### config.mk
export PLATFORM = sky130hd
export DESIGN_NAME = lv_efuse_loader
export DESIGN_NICKNAME = d
export VERILOG_FILES = /design/src/rtl/lv_efuse_loader.sv
export SDC_FILE = /design/constraint.sdc
export NUM_CORES = 1
export LEC_CHECK = 0
export ABC_CLOCK_PERIOD_IN_PS = 3700
export BUFFER_PORTS_ARGS = -buffer_cell sky130_fd_sc_hd__buf_2
export CAP_MARGIN = 15
export CORE_AREA = 2 2 86 88
export CTS_BUF_LIST = sky130_fd_sc_hd__clkbuf_4
export DETAILED_ROUTE_END_ITERATION = 6
export DIE_AREA = 0 0 88 90
export PLACE_DENSITY = 0.69
export RECOVER_POWER = 100
export SKIP_CTS_REPAIR_TIMING = 1
export SLEW_MARGIN = 5
export SYNTH_ARGS = -nofsm -noshare
export SYNTH_HDL_FRONTEND = slang
export SYNTH_SLANG_ARGS = --single-unit
### constraint.sdc
create_clock -name i_clk -period 3.7 [get_ports i_clk]
set_input_delay 0.185 -clock i_clk [delete_from_list [all_inputs] [get_ports i_clk]]
set_output_delay 0.185 -clock i_clk [all_outputs]
set_load 0.01 [all_outputs]
### src/rtl/lv_efuse_loader.sv
// lv_efuse_loader: eFuse load responder on the LV die.
// Handles the load request from the LV control FSM: powers up the macro, reads
// EFUSE_WORD_NUM words into a shadow image, then checks the image and reports
// load_done / efuse_vld.
// Build option: define LV_EFUSE_CHKSUM_EN to also require the last word to
// equal the XOR of all preceding words before the image is reported valid.
module lv_efuse_loader #(
  parameter int                      EFUSE_WORD_NUM = 8,
  parameter int                      EFUSE_DATA_W   = 8,
  parameter int                      EFUSE_ADDR_W   = 3,
  parameter int                      EFUSE_RD_LAT   = 2,
  parameter int                      EFUSE_PWUP_DLY = 4,
  parameter logic [EFUSE_DATA_W-1:0] EFUSE_MARK     = 8'hA5
) (
  input  logic                                   i_clk,
  input  logic                                   i_rst,
  input  logic                                   i_efuse_load_req,
  output logic                                   o_efuse_load_done,
  output logic                                   o_efuse_vld,
  output logic                                   o_efuse_busy,
  output logic                                   o_efuse_pwr_en,
  output logic                                   o_efuse_rd_en,
  output logic [EFUSE_ADDR_W-1:0]                o_efuse_addr,
  input  logic [EFUSE_DATA_W-1:0]                i_efuse_rdata,
  output logic [EFUSE_WORD_NUM*EFUSE_DATA_W-1:0] o_efuse_data
);

  // One counter serves both the power-up settle and the read-latency wait.
  localparam int CNT_MAX = (EFUSE_PWUP_DLY > EFUSE_RD_LAT) ? EFUSE_PWUP_DLY : EFUSE_RD_LAT;
  localparam int CNT_W   = $clog2(CNT_MAX + 1);
  localparam logic [CNT_W-1:0]        PWUP_LAST = CNT_W'(EFUSE_PWUP_DLY - 1);
  localparam logic [CNT_W-1:0]        WAIT_LAST = CNT_W'(EFUSE_RD_LAT - 1);
  localparam logic [EFUSE_ADDR_W-1:0] IDX_LAST  = EFUSE_ADDR_W'(EFUSE_WORD_NUM - 1);

  typedef enum logic [2:0] {
    S_IDLE, S_PWUP, S_READ, S_WAIT, S_CHK, S_DONE
  } state_t;

  state_t                  state_q, state_d;
  logic [EFUSE_ADDR_W-1:0] idx_q, idx_d;
  logic [CNT_W-1:0]        cnt_q, cnt_d;
  logic                    vld_q, vld_d;
  logic                    cap;
  logic                    chk_ok;
  logic [EFUSE_DATA_W-1:0] word_q [EFUSE_WORD_NUM];

`ifdef LV_EFUSE_CHKSUM_EN
  logic [EFUSE_DATA_W-1:0] xor_acc;

  // Running XOR of every word except the last (the stored checksum).
  always_comb begin
    xor_acc = '0;
    for (int k = 0; k < EFUSE_WORD_NUM - 1; k++) begin
      xor_acc = xor_acc ^ word_q[k];
    end
  end

  assign chk_ok = (word_q[0] == EFUSE_MARK) && (word_q[EFUSE_WORD_NUM-1] == xor_acc);
`else
  assign chk_ok = (word_q[0] == EFUSE_MARK);
`endif

  // State, word index, shared counter and valid flag.
  always_ff @(posedge i_clk) begin
    if (i_rst) begin
      state_q <= S_IDLE;
      idx_q   <= '0;
      cnt_q   <= '0;
      vld_q   <= 1'b0;
    end else begin
      state_q <= state_d;
      idx_q   <= idx_d;
      cnt_q   <= cnt_d;
      vld_q   <= vld_d;
    end
  end

  // Next-state logic; dropping the request anywhere mid-load aborts to IDLE.
  always_comb begin
    state_d = state_q;
    idx_d   = idx_q;
    cnt_d   = cnt_q;
    vld_d   = vld_q;
    cap     = 1'b0;
    case (state_q)
      S_IDLE: begin
        idx_d = '0;
        cnt_d = '0;
        if (i_efuse_load_req) begin
          state_d = S_PWUP;
          vld_d   = 1'b0;
        end
      end
      S_PWUP: begin
        if (!i_efuse_load_req) begin
          state_d = S_IDLE;
          cnt_d   = '0;
        end else if (cnt_q == PWUP_LAST) begin
          state_d = S_READ;
          cnt_d   = '0;
        end else begin
          cnt_d = cnt_q + 1'b1;
        end
      end
      S_READ: begin
        cnt_d   = '0;
        state_d = i_efuse_load_req ? S_WAIT : S_IDLE;
      end
      S_WAIT: begin
        if (!i_efuse_load_req) begin
          state_d = S_IDLE;
          cnt_d   = '0;
        end else if (cnt_q == WAIT_LAST) begin
          cap   = 1'b1;
          cnt_d = '0;
          if (idx_q == IDX_LAST) begin
            state_d = S_CHK;
          end else begin
            idx_d   = idx_q + 1'b1;
            state_d = S_READ;
          end
        end else begin
          cnt_d = cnt_q + 1'b1;
        end
      end
      S_CHK: begin
        if (!i_efuse_load_req) begin
          state_d = S_IDLE;
          vld_d   = 1'b0;
        end else begin
          state_d = S_DONE;
          vld_d   = chk_ok;
        end
      end
      S_DONE: begin
        if (!i_efuse_load_req) begin
          state_d = S_IDLE;
        end
      end
      default: state_d = S_IDLE;
    endcase
  end

  // Shadow image: capture the addressed word at the end of its last wait cycle.
  always_ff @(posedge i_clk) begin
    if (i_rst) begin
      for (int k = 0; k < EFUSE_WORD_NUM; k++) begin
        word_q[k] <= '0;
      end
    end else begin
      for (int k = 0; k < EFUSE_WORD_NUM; k++) begin
        if (cap && (idx_q == EFUSE_ADDR_W'(k))) begin
          word_q[k] <= i_efuse_rdata;
        end
      end
    end
  end

  for (genvar gi = 0; gi < EFUSE_WORD_NUM; gi++) begin : g_data
    assign o_efuse_data[gi*EFUSE_DATA_W +: EFUSE_DATA_W] = word_q[gi];
  end

  assign o_efuse_load_done = (state_q == S_DONE);
  assign o_efuse_busy      = (state_q != S_IDLE) && (state_q != S_DONE);
  assign o_efuse_pwr_en    = (state_q == S_PWUP) || (state_q == S_READ) || (state_q == S_WAIT);
  assign o_efuse_rd_en     = (state_q == S_READ);
  assign o_efuse_addr      = idx_q;
  assign o_efuse_vld       = vld_q;

endmodule
== Yosys cells after proc, flatten, opt, wreduce, memory -nomap -nowiden ==
Memories as Yosys holds them, arrays and structs flattened.
Index checks and enable logic that the tools add are counted.
Storage, ports and cells
  register bits: 10
  output and inout bits: 72
  memory bits (writable): 64
  memories: 1
Memory list
  word_q: words 8, width 8, rd ports 8, clocked after Yosys merged registers in 0, write ports 8, RTL line 45  | logic [EFUSE_DATA_W-1:0] word_q [EFUSE_WORD_NUM];
Operators by class
  equal/unequal tests: 23
  bitwise gates (word level): 8
  reduce and logical (&&, ||, !) cells: 21
  add/subtract/negate cells: 2
  mux-type cells: 59
Operators with widths (count)
  $mux 8: 8
  $mux 3: 15
  $mux 1: 31
  $eq 3x3->1 const B: 6
  $pmux 3 s6: 1
  $eq 3x2->1 const B: 5
  $ne 2x2->1 const B: 5
  $eq 3x1->1 const B: 3
  $logic_and 1x1->1: 9
  $ne 3x3->1 const B: 3
  $pmux 3 s3: 1
  $eq 8x8->1 const B: 1
  $or 1x1->1: 8
  $reduce_and 4->1: 2
  $add 3x1->3 const B: 2
  $logic_not 3->1: 2
  $pmux 3 s2: 1
  $reduce_bool 3->1: 2
  $reduce_bool 2->1: 2
  $logic_or 1x1->1: 2
  $mux 2: 1
  $pmux 1 s2: 1
  $reduce_and 2->1: 1
  $reduce_or 2->1: 1

== Logic depth before layout (Yosys ltp) ==
  depth in word-level cells: 9
  mapped depth: 6

== Worst setup path before layout ==
OpenSTA, ideal clock, no wires.
  path kind: flip-flop to flip-flop
  from: register cnt_q[0]
  to: memory word_q[4][0], in the netlist word_q[1][0] (enable)
  stages on the path, launching flop included: 6
  slack: 1.883 ns
  setup time: 0.334 ns
  period minus slack after synthesis: 1.817 ns
  arrival time: 1.483 ns
  path buffers: 0
  cells stage by stage: dfxtp_1 ha_1 nand3b_2 nor3_4 nand3_2 nand2b_1
RTL lines
  from (decl): RTL line 41  | logic [CNT_W-1:0] cnt_q, cnt_d;
  from (signal assigned): RTL line 73  | cnt_q <= cnt_d;
  to (decl): RTL line 45

==> run metrics <==
switch share=0.2251; Synth cell types=39; Final Max Tran Viols=0; Gate power share=0.070; Die ar.=between 7000 and 8000 um^2; Setup Skew=between 0.015 and 0.02 ns; Top Ports=between 80 and 90; final worst path period share=0.6016; share of flip-flops with an asynchronous set or reset=0; CTS Root Cell=clkbuf_4; Multi-input gate area=842.1 um^2; Seq/Total Area, Yosys=0.6847; FF/Latch Area=around 2100 um^2; Worst EP arrival=roughly 2.3 ns; Antenna Cells=0; CTS clk-pin slew, worst paths=about 0.12 ns; Die H=about 90 um; critical-path cell list=nand2_1 > nor3_4 > nand3_1 > nand2b_1; wire per inst=15.15 um; Final Hold Viols=0; crit-path max FO=11; worst min path class=in -> reg; Slew headroom=0.2909; worst slew pin tran=1.064 ns; worst setup path startpoint=state_q[0]; clock latency on the worst-skew pair=about 0.41 ns; CP Capture Type=register; Worst Reg-to-Reg Cells=4; Max stage delay cell, worst path=dfxtp_1; PwrDens=roughly 470 nW/um^2; CTS H-tree depth=3; Yosys reg bits=74; syn_nets=between 200 and 300; share of layout cells above drive strength 1=0.08537; Starting DRT DRC Count=133; first-pass GRT wire length=about 10,000 um; Most used DFF post-synth=edfxtp_1; via/cell ratio=about 4.8; number of detailed-route iterations in the first pass=4; maximum buffer depth of the clock tree=2; Peak supply drop=~0.00018 V; Final min period=2.226 ns; outcome=complete, no violations; IO Port Bufs=82; WHS Path Cells=3; pin count of the biggest net entering global routing=28; TritonCTS buffer count=9; wirelength, routed=approximately 6500 um; Leak Pwr=between 0.001 and 0.0015 uW; Post-synth EDFFs=between 60 and 70; Clock Sinks=between 70 and 80; DPL Wire Length=roughly 4500 um; synthesized area=3099 um^2; Overall Global Routing Usage=0.1717; final core utilization=0.5193; Mapped Cells=around 240; worst hold start=i_efuse_load_req; DRC viols=0; GP Congestion=approximately 0.77; Startpoint Class=register; RSZ-0062 raised after global routing=no; Critical Path End=word_q[1][0]; P&R area growth vs syn=17.64%; Achievable Freq=between 400 and 500 MHz; final antenna-violating net count=0; CTS tree=yes; slowest stage delay, CP=0.54 ns; r2r startpoint=state_q[0]; reg2reg end=word_q[1][0]; Setup violations, final=0; Die W=88 um; R2R Setup Slk=1.47 ns; FP Rows=31; routed vias=2,042; Avg Cell Area, Syn=between 10 and 15 um^2; initial antenna violation count=0; non-filler cells, final=427; Ys Warns=0; clock group share of total power=0.368; Net Switching=roughly 380 uW; CORE AREA=between 7000 and 8000 um^2; DP Area=approximately 3600 um^2; Data required, critical path=about 3.8 ns; Design Area, Final=around 3600 um^2; vias in the first global route=between 2,000 and 2,500; Starting Density=0.4415; WS Path Type=reg -> reg; Pint=~1300 uW; Final nets=between 300 and 400; Seq pwr share=0.562; DP Cell Count=around 410; max-cap violation count=0; Filler Cells Inserted=637; setup TNS=0 ns; remaining global-route overflow=0
[flip-flops by register name, indices dropped and copies added, names as in the netlist]
name / cells
o_efuse_vld: 1
word_q: 64
cnt_q: 3
state_q: 3
o_efuse_addr: 3
[worst min path at each step]
stage                 end  slack, ns
6_report       state_q[2]       0.12
4_1_cts        state_q[2]        0.1
2_1_floorplan    cnt_q[1]       0.45
5_1_grt        state_q[2]        0.1
3_5_place_dp     cnt_q[1]       0.47
3_3_place_gp     cnt_q[1]       0.46
[power by group through the flow]
stage | clock (uW) | combinational (uW) | sequential, uW
floorplan | 0 | 59.8 | 990
global placement | 0 | 128 | 974
detailed placement | 0 | 131 | 974
CTS | 635 | 132 | 955
global route | 669 | 132 | 961
finish | 626 | 120 | 956
[Yosys cell counts, types with 3 or more instances]
cell      count  area [um^2]
clkbuf_1      4        15.01
ha_1         10        125.1
nor3_1        4        20.02
nand2_1       6        22.52
inv_1        15        56.30
nor2_1       59        221.5
nand2b_1     19        118.9
edfxtp_1     64         1922
a22oi_1       3        22.52
dfxtp_1      10        200.2
nand3_2       5        50.05
a21oi_1       6        30.03
[cells by family after synthesis]
family / count (synthesis) / share of synthesized area
XOR/XNOR: 1 / 0.002827
adder cells (fa/ha/maj): 10 / 0.04037
AND/OR/NAND/NOR: 110 / 0.1849
AO/OA/AOI/OAI: 21 / 0.05410
buffers and inverters: 23 / 0.03310
flip-flops: 74 / 0.6847
[area by class of cell]
class                      count  area share
inverter                      15     0.01544
tap                           99     0.03397
clock buffer                   9     0.01853
multi-input combinational    142      0.2310
timing repair buffer          82     0.08751
sequential                    74      0.5820
clock inverter                 6     0.03157
[placed cells by master (no fill, tap or decap), drive strengths merged, types with 3 or more instances in the layout]
cell	n
clkbuf	82
edfxtp	64
nor2	59
nand2b	19
inv	16
ha	10
dfxtp	10
buf	9
nand2	7
nand3	6
a21oi	6
nor3	5
a22oi	3
bufinv	3
[worst max-delay path, delay by kind of cell (launching register included)]
kind,cells,cell delay [ns]
and+or+nand+nor,4,1.35
DFF,1,0.54
[per-layer routing]
metal / GRT usage / vias to the layer above / share of wire
li1: - / 1004 / -
met1: 0.2168 / 958 / 0.42
met2: 0.2721 / 73 / 0.50
met3: 0.04316 / 7 / 0.067
met4: 0.08333 / 0 / 0.013
met5: 0 / - / 0
[metrics by stage]
step                hold WS, ns  power, uW  worst slack, ns
finish                   0.1156       1702            1.474
global route            0.09560       1762            1.209
CTS                     0.09505       1722            1.499
detailed placement       0.4690       1106            1.520
global placement         0.4641       1102            1.596
floorplan                0.4486       1050            1.883
Note: power is estimated with default switching activity, not from simulation.
